<file path="config.mk">
export PLATFORM = sky130hd
export DESIGN_NAME = matseq_feeder
export DESIGN_NICKNAME = d
export VERILOG_FILES = /design/src/rtl/matseq_pkg.sv /design/src/rtl/matseq_regfile.sv /design/src/rtl/matseq_feeder.sv
export SDC_FILE = /design/constraint.sdc
export NUM_CORES = 1
export LEC_CHECK = 0
export ABC_AREA = 0
export CAP_MARGIN = 20
export CELL_PAD_IN_SITES_DETAIL_PLACEMENT = 0
export CELL_PAD_IN_SITES_GLOBAL_PLACEMENT = 1
export CORE_MARGIN = 8
export CORE_UTILIZATION = 54
export DETAILED_ROUTE_END_ITERATION = 10
export PLACE_DENSITY = 0.89
export SYNTH_ARGS = -nofsm -noshare
export SYNTH_HDL_FRONTEND = slang
export SYNTH_SLANG_ARGS = --single-unit
</file>
<file path="constraint.sdc">
create_clock -name clk -period 3.35 [get_ports clk]
set_input_delay 0.335 -clock clk [delete_from_list [all_inputs] [get_ports clk]]
set_output_delay 0.335 -clock clk [all_outputs]
set_load 0.05 [all_outputs]
</file>
<file path="src/rtl/matseq_pkg.sv">
// Shared defaults, index width and FSM states for the C = A x B operand feeder.
package matseq_pkg;

    localparam int N_DEF  = 4;
    localparam int DW_DEF = 8;
    localparam int IW_DEF = $clog2(N_DEF);

    typedef enum logic [2:0] {
        IDLE,
        CLEAR,
        ACCUM,
        EMIT,
        DONE
    } state_t;

endpackage

</file>
<file path="src/rtl/matseq_regfile.sv">
// A and B operand stores: one write port, two combinational read ports,
// synchronous clear.
module matseq_regfile
    import matseq_pkg::*;
#(
    parameter int N  = N_DEF,
    parameter int DW = DW_DEF,
    localparam int IW = $clog2(N)
) (
    input  logic          clk,
    input  logic          clr,
    input  logic          we,
    input  logic          sel,
    input  logic [IW-1:0] wrow,
    input  logic [IW-1:0] wcol,
    input  logic [DW-1:0] wdata,
    input  logic [IW-1:0] a_row,
    input  logic [IW-1:0] a_col,
    input  logic [IW-1:0] b_row,
    input  logic [IW-1:0] b_col,
    output logic [DW-1:0] a_data,
    output logic [DW-1:0] b_data
);

    logic [DW-1:0] a_mem [N][N];
    logic [DW-1:0] b_mem [N][N];

    always_ff @(posedge clk) begin
        if (clr) begin
            for (int r = 0; r < N; r++) begin
                for (int c = 0; c < N; c++) begin
                    a_mem[r][c] <= '0;
                    b_mem[r][c] <= '0;
                end
            end
        end else if (we) begin
            if (sel) b_mem[wrow][wcol] <= wdata;
            else     a_mem[wrow][wcol] <= wdata;
        end
    end

    assign a_data = a_mem[a_row][a_col];
    assign b_data = b_mem[b_row][b_col];

endmodule

</file>
<file path="src/rtl/matseq_feeder.sv">
// Sequences A x B operands into a downstream MAC, one C element at a time.
// Optional MATSEQ_TRANSPOSE_EN: tr_b latched at start selects B[j][k].
module matseq_feeder
    import matseq_pkg::*;
#(
    parameter int N  = N_DEF,
    parameter int DW = DW_DEF,
    localparam int IW = $clog2(N)
) (
    input  logic          clk,
    input  logic          aclr,
    input  logic          wr_en,
    input  logic          wr_sel,
    input  logic [IW-1:0] wr_row,
    input  logic [IW-1:0] wr_col,
    input  logic [DW-1:0] wr_data,
    input  logic          start,
    input  logic          tr_b,
    output logic          busy,
    output logic [DW-1:0] mplier,
    output logic [DW-1:0] mcand,
    output logic          mac_clr,
    output logic          mac_en,
    output logic          res_valid,
    output logic [IW-1:0] res_row,
    output logic [IW-1:0] res_col,
    input  logic          res_ready,
    output logic          done
);

    localparam logic [IW-1:0] LAST = IW'(N - 1);

    state_t        state, nstate;
    logic [IW-1:0] i, j, k;
    logic [IW-1:0] ni, nj, nk;
    logic [IW-1:0] b_row, b_col;
    logic [DW-1:0] a_rd, b_rd;

`ifdef MATSEQ_TRANSPOSE_EN
    logic tr_q, ntr;
`else
    logic unused_tr;
    assign unused_tr = tr_b;
`endif

    always_comb begin
        nstate = state;
        ni     = i;
        nj     = j;
        nk     = k;
`ifdef MATSEQ_TRANSPOSE_EN
        ntr    = tr_q;
`endif
        unique case (state)
            IDLE: begin
                if (start) begin
                    nstate = CLEAR;
                    ni     = '0;
                    nj     = '0;
                    nk     = '0;
`ifdef MATSEQ_TRANSPOSE_EN
                    ntr    = tr_b;
`endif
                end
            end
            CLEAR: begin
                nstate = ACCUM;
                nk     = '0;
            end
            ACCUM: begin
                nk = k + 1'b1;
                if (k == LAST) nstate = EMIT;
            end
            EMIT: begin
                if (res_ready) begin
                    nj = j + 1'b1;
                    if (j == LAST) ni = i + 1'b1;
                    nstate = (i == LAST && j == LAST) ? DONE : CLEAR;
                end
            end
            DONE:    nstate = IDLE;
            default: nstate = IDLE;
        endcase
    end

    always_ff @(posedge clk) begin
        if (aclr) begin
            state <= IDLE;
            i     <= '0;
            j     <= '0;
            k     <= '0;
`ifdef MATSEQ_TRANSPOSE_EN
            tr_q  <= 1'b0;
`endif
        end else begin
            state <= nstate;
            i     <= ni;
            j     <= nj;
            k     <= nk;
`ifdef MATSEQ_TRANSPOSE_EN
            tr_q  <= ntr;
`endif
        end
    end

    // Reads are addressed by next-cycle indices so operand registers line up
    // with the state they are shown in.
`ifdef MATSEQ_TRANSPOSE_EN
    assign b_row = ntr ? nj : nk;
    assign b_col = ntr ? nk : nj;
`else
    assign b_row = nk;
    assign b_col = nj;
`endif

    matseq_regfile #(
        .N  (N),
        .DW (DW)
    ) u_rf (
        .clk    (clk),
        .clr    (aclr),
        .we     (wr_en && state == IDLE),
        .sel    (wr_sel),
        .wrow   (wr_row),
        .wcol   (wr_col),
        .wdata  (wr_data),
        .a_row  (ni),
        .a_col  (nk),
        .b_row  (b_row),
        .b_col  (b_col),
        .a_data (a_rd),
        .b_data (b_rd)
    );

    always_ff @(posedge clk) begin
        if (aclr) begin
            busy      <= 1'b0;
            mplier    <= '0;
            mcand     <= '0;
            mac_clr   <= 1'b0;
            mac_en    <= 1'b0;
            res_valid <= 1'b0;
            res_row   <= '0;
            res_col   <= '0;
            done      <= 1'b0;
        end else begin
            busy      <= nstate != IDLE;
            mplier    <= (nstate == ACCUM) ? a_rd : '0;
            mcand     <= (nstate == ACCUM) ? b_rd : '0;
            mac_clr   <= nstate == CLEAR;
            mac_en    <= nstate == ACCUM;
            res_valid <= nstate == EMIT;
            res_row   <= (nstate == EMIT) ? ni : '0;
            res_col   <= (nstate == EMIT) ? nj : '0;
            done      <= nstate == DONE;
        end
    end

endmodule

</file>
# == Yosys cells after proc, flatten, opt, wreduce, memory -nomap -nowiden ==
# Memory sizes are Yosys's and may differ from the RTL's.
# Cells that the tools add are included.
# totals
input_bits,19
out_inout_bits,25
wordCells,84
ff_bits,34
memories,2
mem_bits_rw,256
# mem_list
memory,depth,word_bits,rd,rd_clocked_by_memory_dff,write_ports,line_no,text
u_rf.a_mem,4,32,1,0,4,matseq_regfile.sv:25,logic [DW-1:0] a_mem [N][N];
u_rf.b_mem,4,32,1,0,4,matseq_regfile.sv:26,logic [DW-1:0] b_mem [N][N];
# classes
magnitude_cmp,4
addsub,3
bitwise,5
muxes,38
n_reduce_logical,9
n_eq_ne,10
# ops
op,count
2-to-1 mux 32 bit,6
OR reduction 32 bit,2
2-to-1 mux 8 bit,5
binary-select mux 8 bit (select 2 bit),2
demux 8 bit (select 2 bit),1
2-to-1 mux 2 bit,8
equality test 3 x 2 -> 1 bit (second input constant),4
2-to-1 mux 3 bit,4
one-hot mux 3 bit (4 select lines),1
>= comparator 3 bit (second input constant),3
NOT 2 -> 3 bit,3
2-to-1 mux 1 bit,8
one-hot mux 2 bit (2 select lines),2
adder 2 x 1 -> 2 bit (second input constant),3
equality test 2 bit (second input constant),3
equality test 3 x 1 -> 1 bit (second input constant),2
one-hot mux 2 bit (3 select lines),1
OR reduction 2 bit,2
equality test 3 bit (second input constant),1
logical AND 1 bit,3
zero test 3 bit,1
less-than comparator 3 x 1 -> 1 bit (second input constant),1
nonzero test 3 bit,1
NOT 1 bit,2

# == Logic depth before layout (Yosys ltp) ==
# logic_depth
depth_word,8
ltp_mapped,10
ltp_nobuf,8

# == By module ==
# A second synthesis with hierarchy kept.
# hier_totals
cells_unflattened,907
hier_area_um2,12620.9
# by_module_without_submodules
mod,instances,cells_each,seq_area_each_um2,area_each_um2
matseq_regfile,1,770,7687.4,11254.5
matseq_feeder,1,137,680.7,1366.3

# == Worst setup path before layout ==
# OpenSTA, ideal clock, no wires.
# synth_timing
path_type,reg2reg
start,register state[0]
end,register mcand[1]
setup_time_ns,0.122
synth_period_minus_slack_ns,2.274
required_time_ns,3.228
path_stages_with_launch,8
arrival_ns,2.152
path_buffers,2
slack_ns,1.076
path_cell_list,dfxtp_1 -> buf_2 -> a21o_1 -> a211oi_2 -> buf_4 -> mux4_2 -> and2_1 -> a311o_1
# synth_via
elab_chain_cells,6
word_cells_on_any_way,18
classes_between,eq/ne (4); mux (9); bitwise (2); reduce/logical (2); memory (1)
# synth_lines
item,line_no,text
start: declaration,matseq_feeder.sv:33,"state_t state, nstate;"
start signal: assignment,matseq_feeder.sv:96,state <= nstate;
"equality test 3 x 2 -> 1 bit, or another cell as far along",matseq_feeder.sv:54,unique case (state)
one-hot mux 2 bit (3 select lines) / one-hot mux 2 bit (2 select lines) (equally long branches),matseq_feeder.sv:54,
memory (4 x 32 bit) / NOT 2 -> 3 bit (equally long branches),n/a,
binary-select mux 8 bit (select 2 bit),matseq_regfile.sv:43,assign b_data = b_mem[b_row][b_col];
2-to-1 mux 8 bit (not written as such) (2 in series),matseq_regfile.sv:43,
end signal: assignment,matseq_feeder.sv:149,mcand <= (nstate == ACCUM) ? b_rd : '0;
end: declaration,matseq_feeder.sv:21,"output logic [DW-1:0] mcand,"
# Several ways; a longest one is shown, not always the timed one. The select of a mux whose other input is x is not followed.
# A chain may end at the register's enable or synchronous reset.

# == Worst setup path in the final report ==
# layout_timing
start,register state[0]
end,register mplier[0]
# layout_via
elab_chain_cells,6
word_cells_on_any_way,18
classes_between,eq/ne (4); mux (9); bitwise (2); reduce/logical (2); memory (1)
# layout_lines
item,line_no,text
"equality test 3 x 2 -> 1 bit, or another cell as far along",matseq_feeder.sv:54,
one-hot mux 2 bit (2 select lines) / one-hot mux 2 bit (3 select lines) (equally long branches),matseq_feeder.sv:54,
memory (4 x 32 bit) / NOT 2 -> 3 bit (equally long branches),n/a,
binary-select mux 8 bit (select 2 bit),matseq_regfile.sv:42,assign a_data = a_mem[a_row][a_col];
2-to-1 mux 8 bit (not written as such) (2 in series),matseq_regfile.sv:42,
end signal: assignment,matseq_feeder.sv:148,mplier <= (nstate == ACCUM) ? a_rd : '0;
end: declaration,matseq_feeder.sv:20,"output logic [DW-1:0] mplier,"
# Several ways; a longest one is shown, not always the timed one. The select of a mux whose other input is x is not followed.

==> metrics.txt <==
DP Cell Count=1423; Top Ports=44; clk buf depth=3; max-cap viol count=0; status=finished clean; Overflow after GRT=0; Tightest Pin Transition=1.06 ns; Worst Setup End Kind=flip-flop; Reg clk slew, reported paths=0.06 ns; Post-synth ARST share=0%; synth top area cells=edfxtp_1, and2_1, dfxtp_1; initial core utilization=55.0%; setup bufs post-CTS=0; FF+latch area=0.00837 mm^2; Synth Area in Compound Gates=8.39%; post-synthesis adder-cell area fraction=0.281%; Tot GR Track Use=20.8%; Hold Slack=0.576 ns; Mapped Cells=1089; CTS tree=yes; top cell type's share of synthesized area=57.5%; Fillers=1840; cells along the critical path=nand4b_1 > o211ai_4 > nand2_4 > buf_4 > nand2_1 > a221oi_1 > or4_1; initial antenna violation count=0; die width=173 um; DRC viols=0; Mapped Nets=1111; H-tree depth=1; Die H=173 um; mux share of post-synthesis cell area=3.51%; post-synthesis sequential area ratio=62.6%; RSZ-0062 raised after global routing=no; largest family of logic cells by synthesized area=simple AND/OR/NAND/NOR gates; period utilisation layout=86.3%; Via density=5.89; final clock skew=0.0152 ns; layout cells sized above 1=12.0%; Post-Layout Cell Count=1477; Routed WL per cell=21.5 um; vias in the first global route=8413; crit path DAT=3.29 ns; Multi-input gate area=0.00466 mm^2; CP max-delay cell=dfxtp_1; highest clock rate=0.346 GHz; DRT iter0 DRCs=911; Seq cells post-synth=290; core box area=0.0243 mm^2; n_diodes=0; Die ar.=0.0300 mm^2; Worst Path Required=3.75 ns; fin util=61.9%; Post-CTS Hold Buffers=0; Resized cells post-CTS=0; crit path max fanout=31; Slew HR=28.8%; post-synthesis xor/xnor area fraction=0%; Synthesis Warnings=0; Num CTS Buffers=29; final setup vio count=0; first-pass GRT wire length=49200 um; WS Path Type=flip-flop to flip-flop; total number of vias=8701; startpoint class of the critical path=flip-flop; setup TNS=0 ns; syn avg cell area=12.3 um^2; clk sink count=290; Worst Hold Class=primary input to flip-flop; ys flop type=edfxtp_1; row count=57; Detailed Route WL=31800 um; Slew Limit Fails=0; DR pass1 iterations=6; Synth Area in Simple Gates=22.5%; crit-path max cell delay=0.70 ns; largest net degree at the start of global routing=48; Post-synth EDFFs=256; post-synthesis cell type count=57; Hold Fails Final Rpt=0; Final min period=2.89 ns; PortBufs=42; Tot Pwr=7.48 mW; GPL Wtd Cong=0.800; layout overhead on the synthesized area=12.6%; final net count=1152; Synth area leader=edfxtp_1; Skew-Pair Late Insertion Delay=0.54 ns; power density cells=497 mW/mm^2; Root Driver=clkbuf_16; Mapped Area=0.0134 mm^2; antenna-violating nets left=0; Worst VDD drop=0.000348 V; final HPWL from detailed placement=20600 um; Leak=5.53 nW
power breakdown:
group	switching (mW)	internal, mW
clock network	1.30	1.59
logic	0.333	0.154
registers	0.0476	4.05
state kept, by name (all words and copies together), names as in the netlist:
signal and count:
state 3, u_rf.a_mem 128, mcand 8, k 2
res_col 2, mplier 8, mac_clr 1, mac_en 1
done 1, i 2, j 2, u_rf.b_mem 128
res_valid 1, res_row 2, busy 1
critical path, delay by kind of cell (launching register included):
| family | cells | cell delay [ns] |
|---|---|---|
| buffers and inverters | 1 | 0.32 |
| flip-flops | 1 | 0.70 |
| AND/OR/NAND/NOR | 4 | 1.18 |
| AO/OA/AOI/OAI | 2 | 0.52 |
final cells by class:
class | count | share of cell area (%)
clock buffers | 38 | 5.05
clock inverters | 16 | 0.541
inverters | 6 | 0.150
multi-input cells | 721 | 31.0
flip-flops and latches | 290 | 55.6
well taps | 324 | 2.69
repair buffers | 82 | 4.97
logic make-up after synthesis:
| kind of cell | count (synthesis) |
|---|---|
| adders and majority gates | 3 |
| muxes | 39 |
| DFF | 290 |
| AOI/OAI and AO/OA | 146 |
| and+or+nand+nor | 533 |
| buffers and inverters | 78 |
per-layer routing:
| layer | track usage, % | vias up | wire [um] |
|---|---|---|---|
| li1 | - | 4033 | - |
| met4 | 6.07 | 0 | 797 |
| met5 | 0 | - | 0 |
| met3 | 3.20 | 64 | 2550 |
| met2 | 32.8 | 351 | 14700 |
| met1 | 29.3 | 4253 | 13700 |
through the flow:
stage	instance area [um^2]	setup WS (ns)
6_report	15000	0.460
5_1_grt	15000	0.259
4_1_cts	15000	0.459
3_5_place_dp	14200	0.200
3_3_place_gp	14200	0.247
2_1_floorplan	13400	1.08
placed cells by master, fill, tap and decap left out, types with 4 or more instances in the layout:
cell,synthesis,routed
and2_1,266,266
clkbuf_1,43,9
a21boi_0,6,6
nand4_1,4,4
nor2_1,48,47
nand4b_1,4,4
and3_1,26,26
dfxtp_1,34,34
a221oi_1,15,15
or4_1,7,7
nor2b_1,4,4
nor3_1,5,5
clkinv_2,0,6
nand3_1,25,25
edfxtp_1,256,256
a211oi_1,39,38
a32oi_1,6,6
a311o_1,6,6
clkbuf_16,0,29
mux4_2,6,6
nand2_1,94,94
clkinv_1,1,8
or2_2,33,33
inv_1,5,5
o21ai_0,12,12
a21boi_1,8,8
mux2i_1,30,30
a2111oi_0,4,4
buf_4,7,37
a311oi_1,16,16
a21oi_1,20,20
clkdlybuf4s50_1,0,40
Yosys cell counts (3+ instances only):
cell type and n:
nand3_1 25, a21boi_1 8, inv_1 5, nor2b_1 4, a221oi_1 15, nor2_1 48, a311o_1 6, nor3_1 5
nand2_1 94, buf_2 18, dfxtp_1 34, and3_1 26, edfxtp_1 256, a21boi_0 6, or2_2 33, a211oi_1 39
nand4b_1 4, nand2b_1 3, mux4_2 6, a32oi_1 6, o21ai_0 12, buf_4 7, a21oi_1 20, ha_1 3
a2111oi_0 4, or4_1 7, mux2i_1 30, nand4_1 4, clkbuf_1 43, and2_1 266, mux2_2 3, a311oi_1 16
path summary, 6_finish.rpt:
check | cells past startpoint | slack (ns) | startpoint | end
worst max register to register | 7 | 0.46 | state[0] | mplier[0]
worst min register to register | 4 | 0.62 | u_rf.b_mem[2][7] | mcand[7]
worst min-delay path | 3 | 0.58 | aclr | state[1]
worst max-delay path | 7 | 0.46 | state[0] | mplier[0]
(Power assumes the default switching activity.)
